### src/rtl/truth_table_sequencer.sv
// rtl/truth_table_sequencer.sv - steps a small combinational DUT through every input vector and checks it
module truth_table_sequencer #(
  parameter int                 N_IN          = 3,
  parameter int                 SETTLE_CYCLES = 4,
  parameter logic [2**N_IN-1:0] EXP_TABLE     = 8'hE0
) (
  input  logic                 clk,
  input  logic                 rst_n,
  input  logic                 start,
  input  logic                 dut_out,
  output logic [N_IN-1:0]      dut_in,
  output logic                 busy,
  output logic                 done,
  output logic                 pass,
  output logic [N_IN:0]        err_count,
  output logic [N_IN-1:0]      first_fail_idx,
  output logic                 fail_seen,
  output logic [2**N_IN-1:0]   capture
);

  localparam int CW = (SETTLE_CYCLES > 1) ? $clog2(SETTLE_CYCLES) : 1;

  typedef enum logic [2:0] {IDLE, APPLY, SETTLE, SAMPLE, DONE} state_t;

  state_t          state;
  logic [N_IN-1:0] idx;
  logic [CW-1:0]   cnt;
  logic            exp_bit;
  logic            mismatch;
  logic [N_IN:0]   err_next;

  // X/Z on the DUT output must never be taken as a match.
  always_comb begin
    exp_bit  = EXP_TABLE[idx];
    mismatch = (dut_out !== exp_bit);
    err_next = err_count + {{N_IN{1'b0}}, mismatch};
  end

  always_ff @(posedge clk) begin
    if (!rst_n) begin
      state          <= IDLE;
      idx            <= '0;
      cnt            <= '0;
      dut_in         <= '0;
      busy           <= 1'b0;
      done           <= 1'b0;
      pass           <= 1'b0;
      err_count      <= '0;
      first_fail_idx <= '0;
      fail_seen      <= 1'b0;
      capture        <= '0;
    end else begin
      case (state)
        IDLE, DONE: begin
          if (start) begin
            state          <= APPLY;
            idx            <= '0;
            err_count      <= '0;
            fail_seen      <= 1'b0;
            first_fail_idx <= '0;
            capture        <= '0;
            busy           <= 1'b1;
            done           <= 1'b0;
            pass           <= 1'b0;
          end
        end
        APPLY: begin
          dut_in <= idx;
          cnt    <= CW'(SETTLE_CYCLES - 1);
          state  <= SETTLE;
        end
        SETTLE: begin
          if (cnt == '0) state <= SAMPLE;
          else           cnt   <= cnt - 1'b1;
        end
        SAMPLE: begin
          capture[idx] <= dut_out;
          err_count    <= err_next;
          if (mismatch && !fail_seen) begin
            first_fail_idx <= idx;
            fail_seen      <= 1'b1;
          end
          // Leaving from the last index means idx never has to wrap.
          if (idx == {N_IN{1'b1}}) begin
            state <= DONE;
            busy  <= 1'b0;
            done  <= 1'b1;
            pass  <= (err_next == '0);
          end else begin
            idx   <= idx + 1'b1;
            state <= APPLY;
          end
        end
        default: state <= IDLE;
      endcase
    end
  end

endmodule

### config.mk
export PLATFORM = sky130hd
export DESIGN_NAME = truth_table_sequencer
export DESIGN_NICKNAME = d
export VERILOG_FILES = /design/src/rtl/truth_table_sequencer.sv
export SDC_FILE = /design/constraint.sdc
export NUM_CORES = 1
export LEC_CHECK = 0
export ABC_AREA = 1
export BUFFER_PORTS_ARGS = -buffer_cell sky130_fd_sc_hd__buf_2
export CAP_MARGIN = 20
export CORE_MARGIN = 4
export CORE_UTILIZATION = 40
export DETAILED_ROUTE_END_ITERATION = 8
export GPL_TIMING_DRIVEN = 0
export PLACE_DENSITY = 0.65
export SYNTH_ARGS = -nofsm -noshare
export SYNTH_HDL_FRONTEND = slang
export SYNTH_SLANG_ARGS = --single-unit
### constraint.sdc
create_clock -name clk -period 4.9 [get_ports clk]
set_input_delay 0.245 -clock clk [delete_from_list [all_inputs] [get_ports clk]]
set_output_delay 0.245 -clock clk [all_outputs]
set_load 0.01 [all_outputs]
# Word level (Yosys, flattened, before mapping)
# Memory sizes are Yosys's and may differ from the RTL's. A register that Yosys moved wholly into a read port is not among the register bits.
# Index checks and enable logic that the tools add are counted.
# totals
wordCells,75
out_inout_bits,22
n_memories,1
register_bits,30
rom_bits,8
in_bits,4
# mem_list
name,depth,width,read_ports,rd_ports_with_merged_regs,wr,line,rtl
(no name shown),8,1,1,1,0,34,exp_bit = EXP_TABLE[idx];
# op_classes
mux,31
addsub,3
order_cmp,2
n_reduce_logical,15
eq_ne,12
# ops
operator,count
2-to-1 mux 3 bit,8
case mux 8 bit (2 select lines),1
!= test 2 bit (second input constant),6
case mux 3 bit (2 select lines),2
case mux 3 bit (4 select lines),1
AND reduction 3 bit,3
bitwise mux 8 bit,1
2-to-1 mux 1 bit,8
2-to-1 mux 8 bit,1
case mux 1 bit (2 select lines),4
case mux 4 bit (2 select lines),1
equality test 3 x 2 -> 1 bit (second input constant),2
equality test 3 bit (second input constant),2
AND reduction 2 bit,3
adder 4 x 1 -> 4 bit,1
zero test 4 bit,1
less-than comparator 3 x 4 -> 1 bit (second input constant),1
2-to-1 mux 4 bit,1
case mux 2 bit (2 select lines),1
nonzero test 2 bit,2
adder 3 x 1 -> 3 bit (second input constant),1
demux 1 bit (select 3 bit),1
equality test 3 x 1 -> 1 bit (second input constant),1
greater-or-equal comparator 3 x 1 -> 1 bit (second input constant),1
other kinds (8),9

# Logic depth before layout (Yosys ltp)
# Gate-level depths: netlist (run 1).
# depth
word_depth,7
depth_mapped,11
ltp_nobuf,10

# Worst setup path after synthesis (run 1)
# No wires, ideal clock.
# synth_timing
path_type,reg2reg
from,register exp_bit (netlist name)
to,register err_count[2]
setup_ns,0.070
period_less_slack_ns,1.566
stages_incl_launch_ff,10
path_buffers,1
arrival_time_ns,1.495
slack_ns,3.334
required_ns,4.830
cell_sequence,dfxtp_1 -> inv_1 -> nand2_1 -> and2_0 -> clkbuf_1 -> ha_1 -> ha_1 -> xnor2_1 -> or2_2 -> a21oi_1
# synth_lines
element,line,rtl
to (signal assigned),78,err_count <= err_next;
to (decl),15,"output logic [N_IN:0] err_count,"

==> summary.txt, run 1 <==
Power and ir drop
  – Worst VDD drop: between 0.2 and 0.3 mV
  – PD cells: roughly 360 nW/um^2
  – Leakage power: 0.000750 uW

Clock network
  – CTS Buf Count: 5
  – Clock Latency Late Sink: 0.34 ns
  – Post_cts resized: 0
  – Setup bufs post-CTS: 0
  – CTS tree: yes
  – H-tree depth: 2
  – Root Buffer: clkbuf_4
  – CTS sink cnt: 31
  – CTS Buffer Depth: 2
  – Clk slew on worst S/H paths: approximately 0.090 ns
  – Post-CTS Hold Buffers: 0

Critical path
  – Crit path arrival time: 1.95 ns
  – Worst reg-to-reg path cell count: 11
  – CP Launch Type: flop
  – Critical Path Fanout Max: 5
  – R2R Setup Slk: 3.22 ns
  – R2R Path Start: exp_bit
  – Crit Path Class: flop to flop
  – Worst r2r dst: pass
  – Req. time, crit path: 5.17 ns
  – Endpoint type of the worst setup path: flop

Route
  – # DRC: 0
  – Detailed-router iteration count before antenna repair: 4
  – Via count: 1322
  – Starting DRC count in detailed routing: 51
  – Vias per cell: 4.79
  – Average wire per standard cell: 11.2 microns
  – Final WL: 3080 microns
  – Routed Antenna Nets: 0

Timing
  – Final Skew: 0.00503 ns
  – RSZ-0062 raised after global routing: false
  – Setup Viol. Count Final: 0
  – Fmax: 596 MHz
  – Relative slew margins: 0.667
  – Final Max Slew Viols: 0
  – Worst Max-Slew Pin Slew: ~0.5 ns
  – Worst hold slack: 0.225 ns
  – Final hold violations: 0
  – Min Tclk post-route: 1.68 ns
  – Tcrit/Tclk final: 0.343
  – TNS Setup: 0 ns

Global routing
  – Initial antenna violation count: 0
  – Grt ovf: 0
  – First-pass GRT wire length: 5300 microns
  – Vias in the first global route: 1194
  – Largest net degree at the start of global routing: 11
  – GRT Util Overall: 0.156

Floorplan
  – Die area: 4580 sq um
  – Row count: 21
  – Std-Cell Core Area: 3390 sq um
  – Die height: 67.7 microns
  – DIE WIDTH: between 60 and 70 microns
  – Starting density of the core: 0.420
  – Ports: 26

Final layout
  – Share of layout cells above drive strength 1: 0.170
  – FILL cells: 367
  – Commonest non-fill, non-tap cell in the layout: nand2_1
  – Fin nets: ~240
  – Syn-to-layout area delta: 16.0%
  – Antenna cells: 0
  – Most frequent cells in the layout: 49 x nand2_1, 31 x dfxtp_1, 27 x a21oi_1

Logic synthesis
  – Mapped Area: between 1000 and 1500 sq um
  – Mapped Cells: 198
  – Cell variety after synth: 23
  – Flops & latches, synth: 31
  – Synth top area share: 0.435
  – Synth warnings: 0
  – Seq/Total Area, Yosys: 0.435
  – Synth area leader: dfxtp_1
  – Area contributors post-synth: dfxtp_1 44%, nand2_1 13%, a21oi_1 9.5%
  – Synth Net Count: 207
  – Syn_area_per_cell: 7.20 sq um

Run
  – Total of max-cap violations: 0

Run status
  – Run status: complete, no violations

Worst hold path
  – HP Class: input port to flop
  – Hold Crit Endpoint: busy
  – Worst Hold Depth: 3
  – Hold_sp: start

Placed design
  – Final GP Congestion: 0.853
  – Port Buffers: 24
  – Detailed placer's ending HPWL: 2160 microns
cell families (layout without fill, tap and decap cells):
kind of cell               count (synthesis)  after routing  synth area share
and+or+nand+nor                           88             88             0.276
AOI/OAI and AO/OA                         40             40             0.142
buffers and inverters                     32             64            0.0904
DFF                                       31             31             0.435
adders and majority gates                  5              5            0.0439
xor gates and xnor gates                   2              2            0.0123
synthesized netlist by cell type, drive strengths merged:
| cell type | number |
|---|---|
| a21oi | 27 |
| and2 | 1 |
| buf | 3 |
| clkbuf | 6 |
| dfxtp | 31 |
| ha | 5 |
| inv | 23 |
| nand2 | 50 |
| nand3 | 14 |
| nand4 | 7 |
| nor2 | 9 |
| nor3 | 6 |
| o21a | 1 |
| o21ai | 12 |
| or2 | 1 |
| xnor2 | 1 |
| xor2 | 1 |
final cells by class:
type                       instances  area, sq um  area share
multi-input combinational        135          676       0.409
inverter                          23         86.3      0.0522
clock inverter                     1         5.00     0.00303
clock buffer                       7         45.0      0.0273
timing repair buffer              24          120      0.0727
buffer                             9         42.5      0.0257
tap                               46         57.6      0.0348
sequential                        31          621       0.375
flip-flops by register name, indices dropped and copies added, names as in the netlist:
name and flops:
state 3, idx 3, busy 1, first_fail_idx 3, capture 8, exp_bit 1, pass 1, done 1
cnt 2, err_count 4, dut_in 3, fail_seen 1
metrics by stage:
| step | util | area, sq um | power, uW | std cells | worst slack [ns] |
|---|---|---|---|---|---|
| 2_1_floorplan | - | 1430 | 421 | 198 | 3.33 |
| 3_3_place_gp | 0.473 | 1600 | 462 | 268 | 3.14 |
| 3_5_place_dp | 0.473 | 1600 | 463 | 268 | 3.14 |
| 4_1_cts | 0.488 | 1650 | 604 | 276 | 3.21 |
| 5_1_grt | 0.488 | 1650 | 642 | 276 | 3.01 |
| 6_report | 0.488 | 1650 | 602 | 276 | 3.22 |
how the worst max path moves through the flow:
stage / start / to / depth (start not counted)
final: exp_bit / pass / 11
after global routing: exp_bit / pass / 11
after CTS: exp_bit / err_count[2] / 9
after detailed placement: dut_out / err_count[2] / 10
after global placement: dut_out / err_count[2] / 10
after floorplan: exp_bit / err_count[2] / 9
worst max-delay path: stages (launching register included):
cell and delay, ns:
dfxtp_1 0.33, inv_1 0.04, nand2_1 0.06, and2_0 0.12, clkbuf_1 0.20, ha_1 0.22, ha_1 0.25, nor2_1 0.09
nand2_1 0.05, nor2_1 0.08, nand2_1 0.06, a21oi_1 0.11
power breakdown:
part | leakage [uW] | switching [uW] | internal [uW]
sequential | 0.000252 | 16.0 | 276
combinational | 0.000469 | 112 | 54.0
clock | 0.0000293 | 87.8 | 55.8
per-layer routing:
| metal | vias up | track usage | routed length [microns] |
|---|---|---|---|
| met5 | - | 0 | 0 |
| met2 | 27 | 0.214 | 1300 |
| met3 | 9 | 0.0399 | 147 |
| met4 | 0 | 0.0835 | 69 |
| met1 | 576 | 0.221 | 1570 |
| li1 | 710 | - | - |
(Power assumes the default switching activity.)
==> inputs of run 2 (changes only) <==
==> constraint.sdc (replaced) <==
create_clock -name clk -period 1.7 [get_ports clk]
set_input_delay 0.085 -clock clk [delete_from_list [all_inputs] [get_ports clk]]
set_output_delay 0.085 -clock clk [all_outputs]
set_load 0.01 [all_outputs]
==> summary.txt, run 2 (synthesis gave the netlist of run 1 again) <==
Critical path
  – Worst reg-to-reg path cell count: 9
  – Crit path arrival time: 1.87 ns
  – Critical Path Fanout Max: 5
  – Crit Path Class: flop to flop
  – Endpoint type of the worst setup path: flop
  – CP Launch Type: flop
  – R2R Setup Slk: 0.11 ns
  – Req. time, crit path: between 1.5 and 2 ns

Timing
  – Final hold violations: 0
  – Min Tclk post-route: 1.59 ns
  – Worst Max-Slew Pin Slew: 0.493 ns
  – Final Skew: 0.00742 ns
  – Fmax: between 600 and 700 MHz
  – Final Max Slew Viols: 0
  – Relative slew margins: 0.671
  – Setup Viol. Count Final: 0
  – RSZ-0062 raised after global routing: false
  – TNS Setup: 0 ns
  – Final worst slack: 0.115 ns
  – Tcrit/Tclk final: 0.933

Clock network
  – Clk slew on worst S/H paths: roughly 0.10 ns
  – Setup bufs post-CTS: 0
  – Root Buffer: clkbuf_4
  – CTS sink cnt: 31
  – H-tree depth: 2
  – CTS tree: yes
  – CTS Buffer Depth: 2
  – Clock Latency Late Sink: between 0.3 and 0.4 ns
  – CTS Buf Count: 5

Route
  – Vias per cell: 4.85
  – Final WL: 3110 microns
  – Average wire per standard cell: 11.3 microns
  – Via count: about 1300
  – Starting DRC count in detailed routing: 45
  – # DRC: 0
  – Routed Antenna Nets: 0
  – Detailed-router iteration count before antenna repair: 4

Global routing
  – Initial antenna violation count: 0
  – Vias in the first global route: ~1200
  – Grt ovf: 0
  – GRT Util Overall: 0.156
  – Largest net degree at the start of global routing: 11
  – First-pass GRT wire length: ~5300 microns

Final layout
  – FILL cells: 362
  – Biggest regs: capture: 8 flops, err_count: 4 flops
  – Fin nets: 238
  – Syn-to-layout area delta: 18.3%
  – Share of layout cells above drive strength 1: 0.187
  – Most frequent cells in the layout: 49 x nand2_1, 31 x dfxtp_1, 27 x a21oi_1
  – Sequential Area: 621 sq um
  – Multi-input logic area: 708 sq um
  – Antenna cells: 0
  – Largest Register: capture
  – Final Non-Filler Cells: 276
  – Commonest non-fill, non-tap cell in the layout: nand2_1
  – Number of flip-flops under the largest register name: 8

Floorplan
  – Std-Cell Core Area: around 3400 sq um
  – Row count: 21
  – DIE WIDTH: approximately 68 microns
  – Ports: 26
  – Die height: 67.7 microns
  – Die area: roughly 4600 sq um
  – Starting density of the core: 0.420

Run status
  – Run status: complete, no violations

Placed design
  – Final GP Congestion: between 0.8 and 0.9
  – Port Buffers: 24
  – Detailed placer's ending HPWL: around 2200 microns
  – Placed insts: 268
  – Post-Place Worst Slack: 0.0439 ns

Power and ir drop
  – Worst VDD drop: approximately 0.76 mV
  – Net Sw Power: approximately 630 uW
  – Combinational power share: 0.278
  – Switching part of the total: 0.359
  – Clock share of power: 0.238
  – PD cells: 1030 nW/um^2
  – Share of power burned in registers: 0.484
  – Internal power: 1120 uW
  – Leakage power: approximately 0.00075 uW

Worst hold path
  – Worst Hold Depth: 3
  – HP Class: input port to flop

Run
  – Total of max-cap violations: 0
run 2: cell count changes in the layout (fill, tap and decap cells not counted), sizes merged:
cell / change
buf: +1
clkbuf: -1
run 2: area by class of cell:
class,instances,share of cell area
tap,46,0.0341
inverter,23,0.0512
multi-input combinational,135,0.420
timing repair buffer,24,0.0712
clock buffer,7,0.0267
clock inverter,1,0.00297
sequential,31,0.368
buffer,9,0.0260
run 2: critical path, stage by stage (launching register included):
cell     delay [ns]
dfxtp_1        0.32
inv_1          0.05
nand2_1        0.05
and2_0         0.13
buf_2          0.15
ha_4           0.17
ha_4           0.16
xnor2_2        0.12
or2_2          0.27
a21oi_1        0.11
run 2: what timing repair did:
item / CTS / global route
endpoints found under the setup margin: 0 / 3
resized for setup: 0 / 6
hold buffers: 0 / 0
run 2: power groups by stage:
| stage | Sequential, uW | Clock [uW] | Combinational [uW] |
|---|---|---|---|
| 2_1_floorplan | 865 | 0 | 349 |
| 3_3_place_gp | 857 | 0 | 473 |
| 3_5_place_dp | 859 | 0 | 476 |
| 4_1_cts | 842 | 418 | 482 |
| 5_1_grt | 852 | 435 | 570 |
| 6_report | 843 | 415 | 484 |
run 2: per-layer routing:
metal	GRT usage	wire length (microns)	vias to the layer above
met5	0	0	-
met4	0.0835	68	0
met3	0.0399	153	9
met2	0.214	1320	27
met1	0.221	1570	588
li1	-	-	714
run 2: per-stage QoR:
stage                     hold WS [ns]  total power [uW]   util  area, sq um
after floorplan                  0.273              1210      -         1430
after global placement           0.415              1330  0.473         1600
after detailed placement         0.425              1340  0.473         1600
after CTS                       0.0711              1740  0.488         1650
after global routing            0.0968              1860  0.498         1690
final                           0.0664              1740  0.498         1690
run 2: worst paths after layout:
path,from,to
setup / recovery,exp_bit,err_count[2]
hold / removal,start,busy
setup reg to reg,exp_bit,err_count[2]
hold reg to reg,capture[1],capture[1]
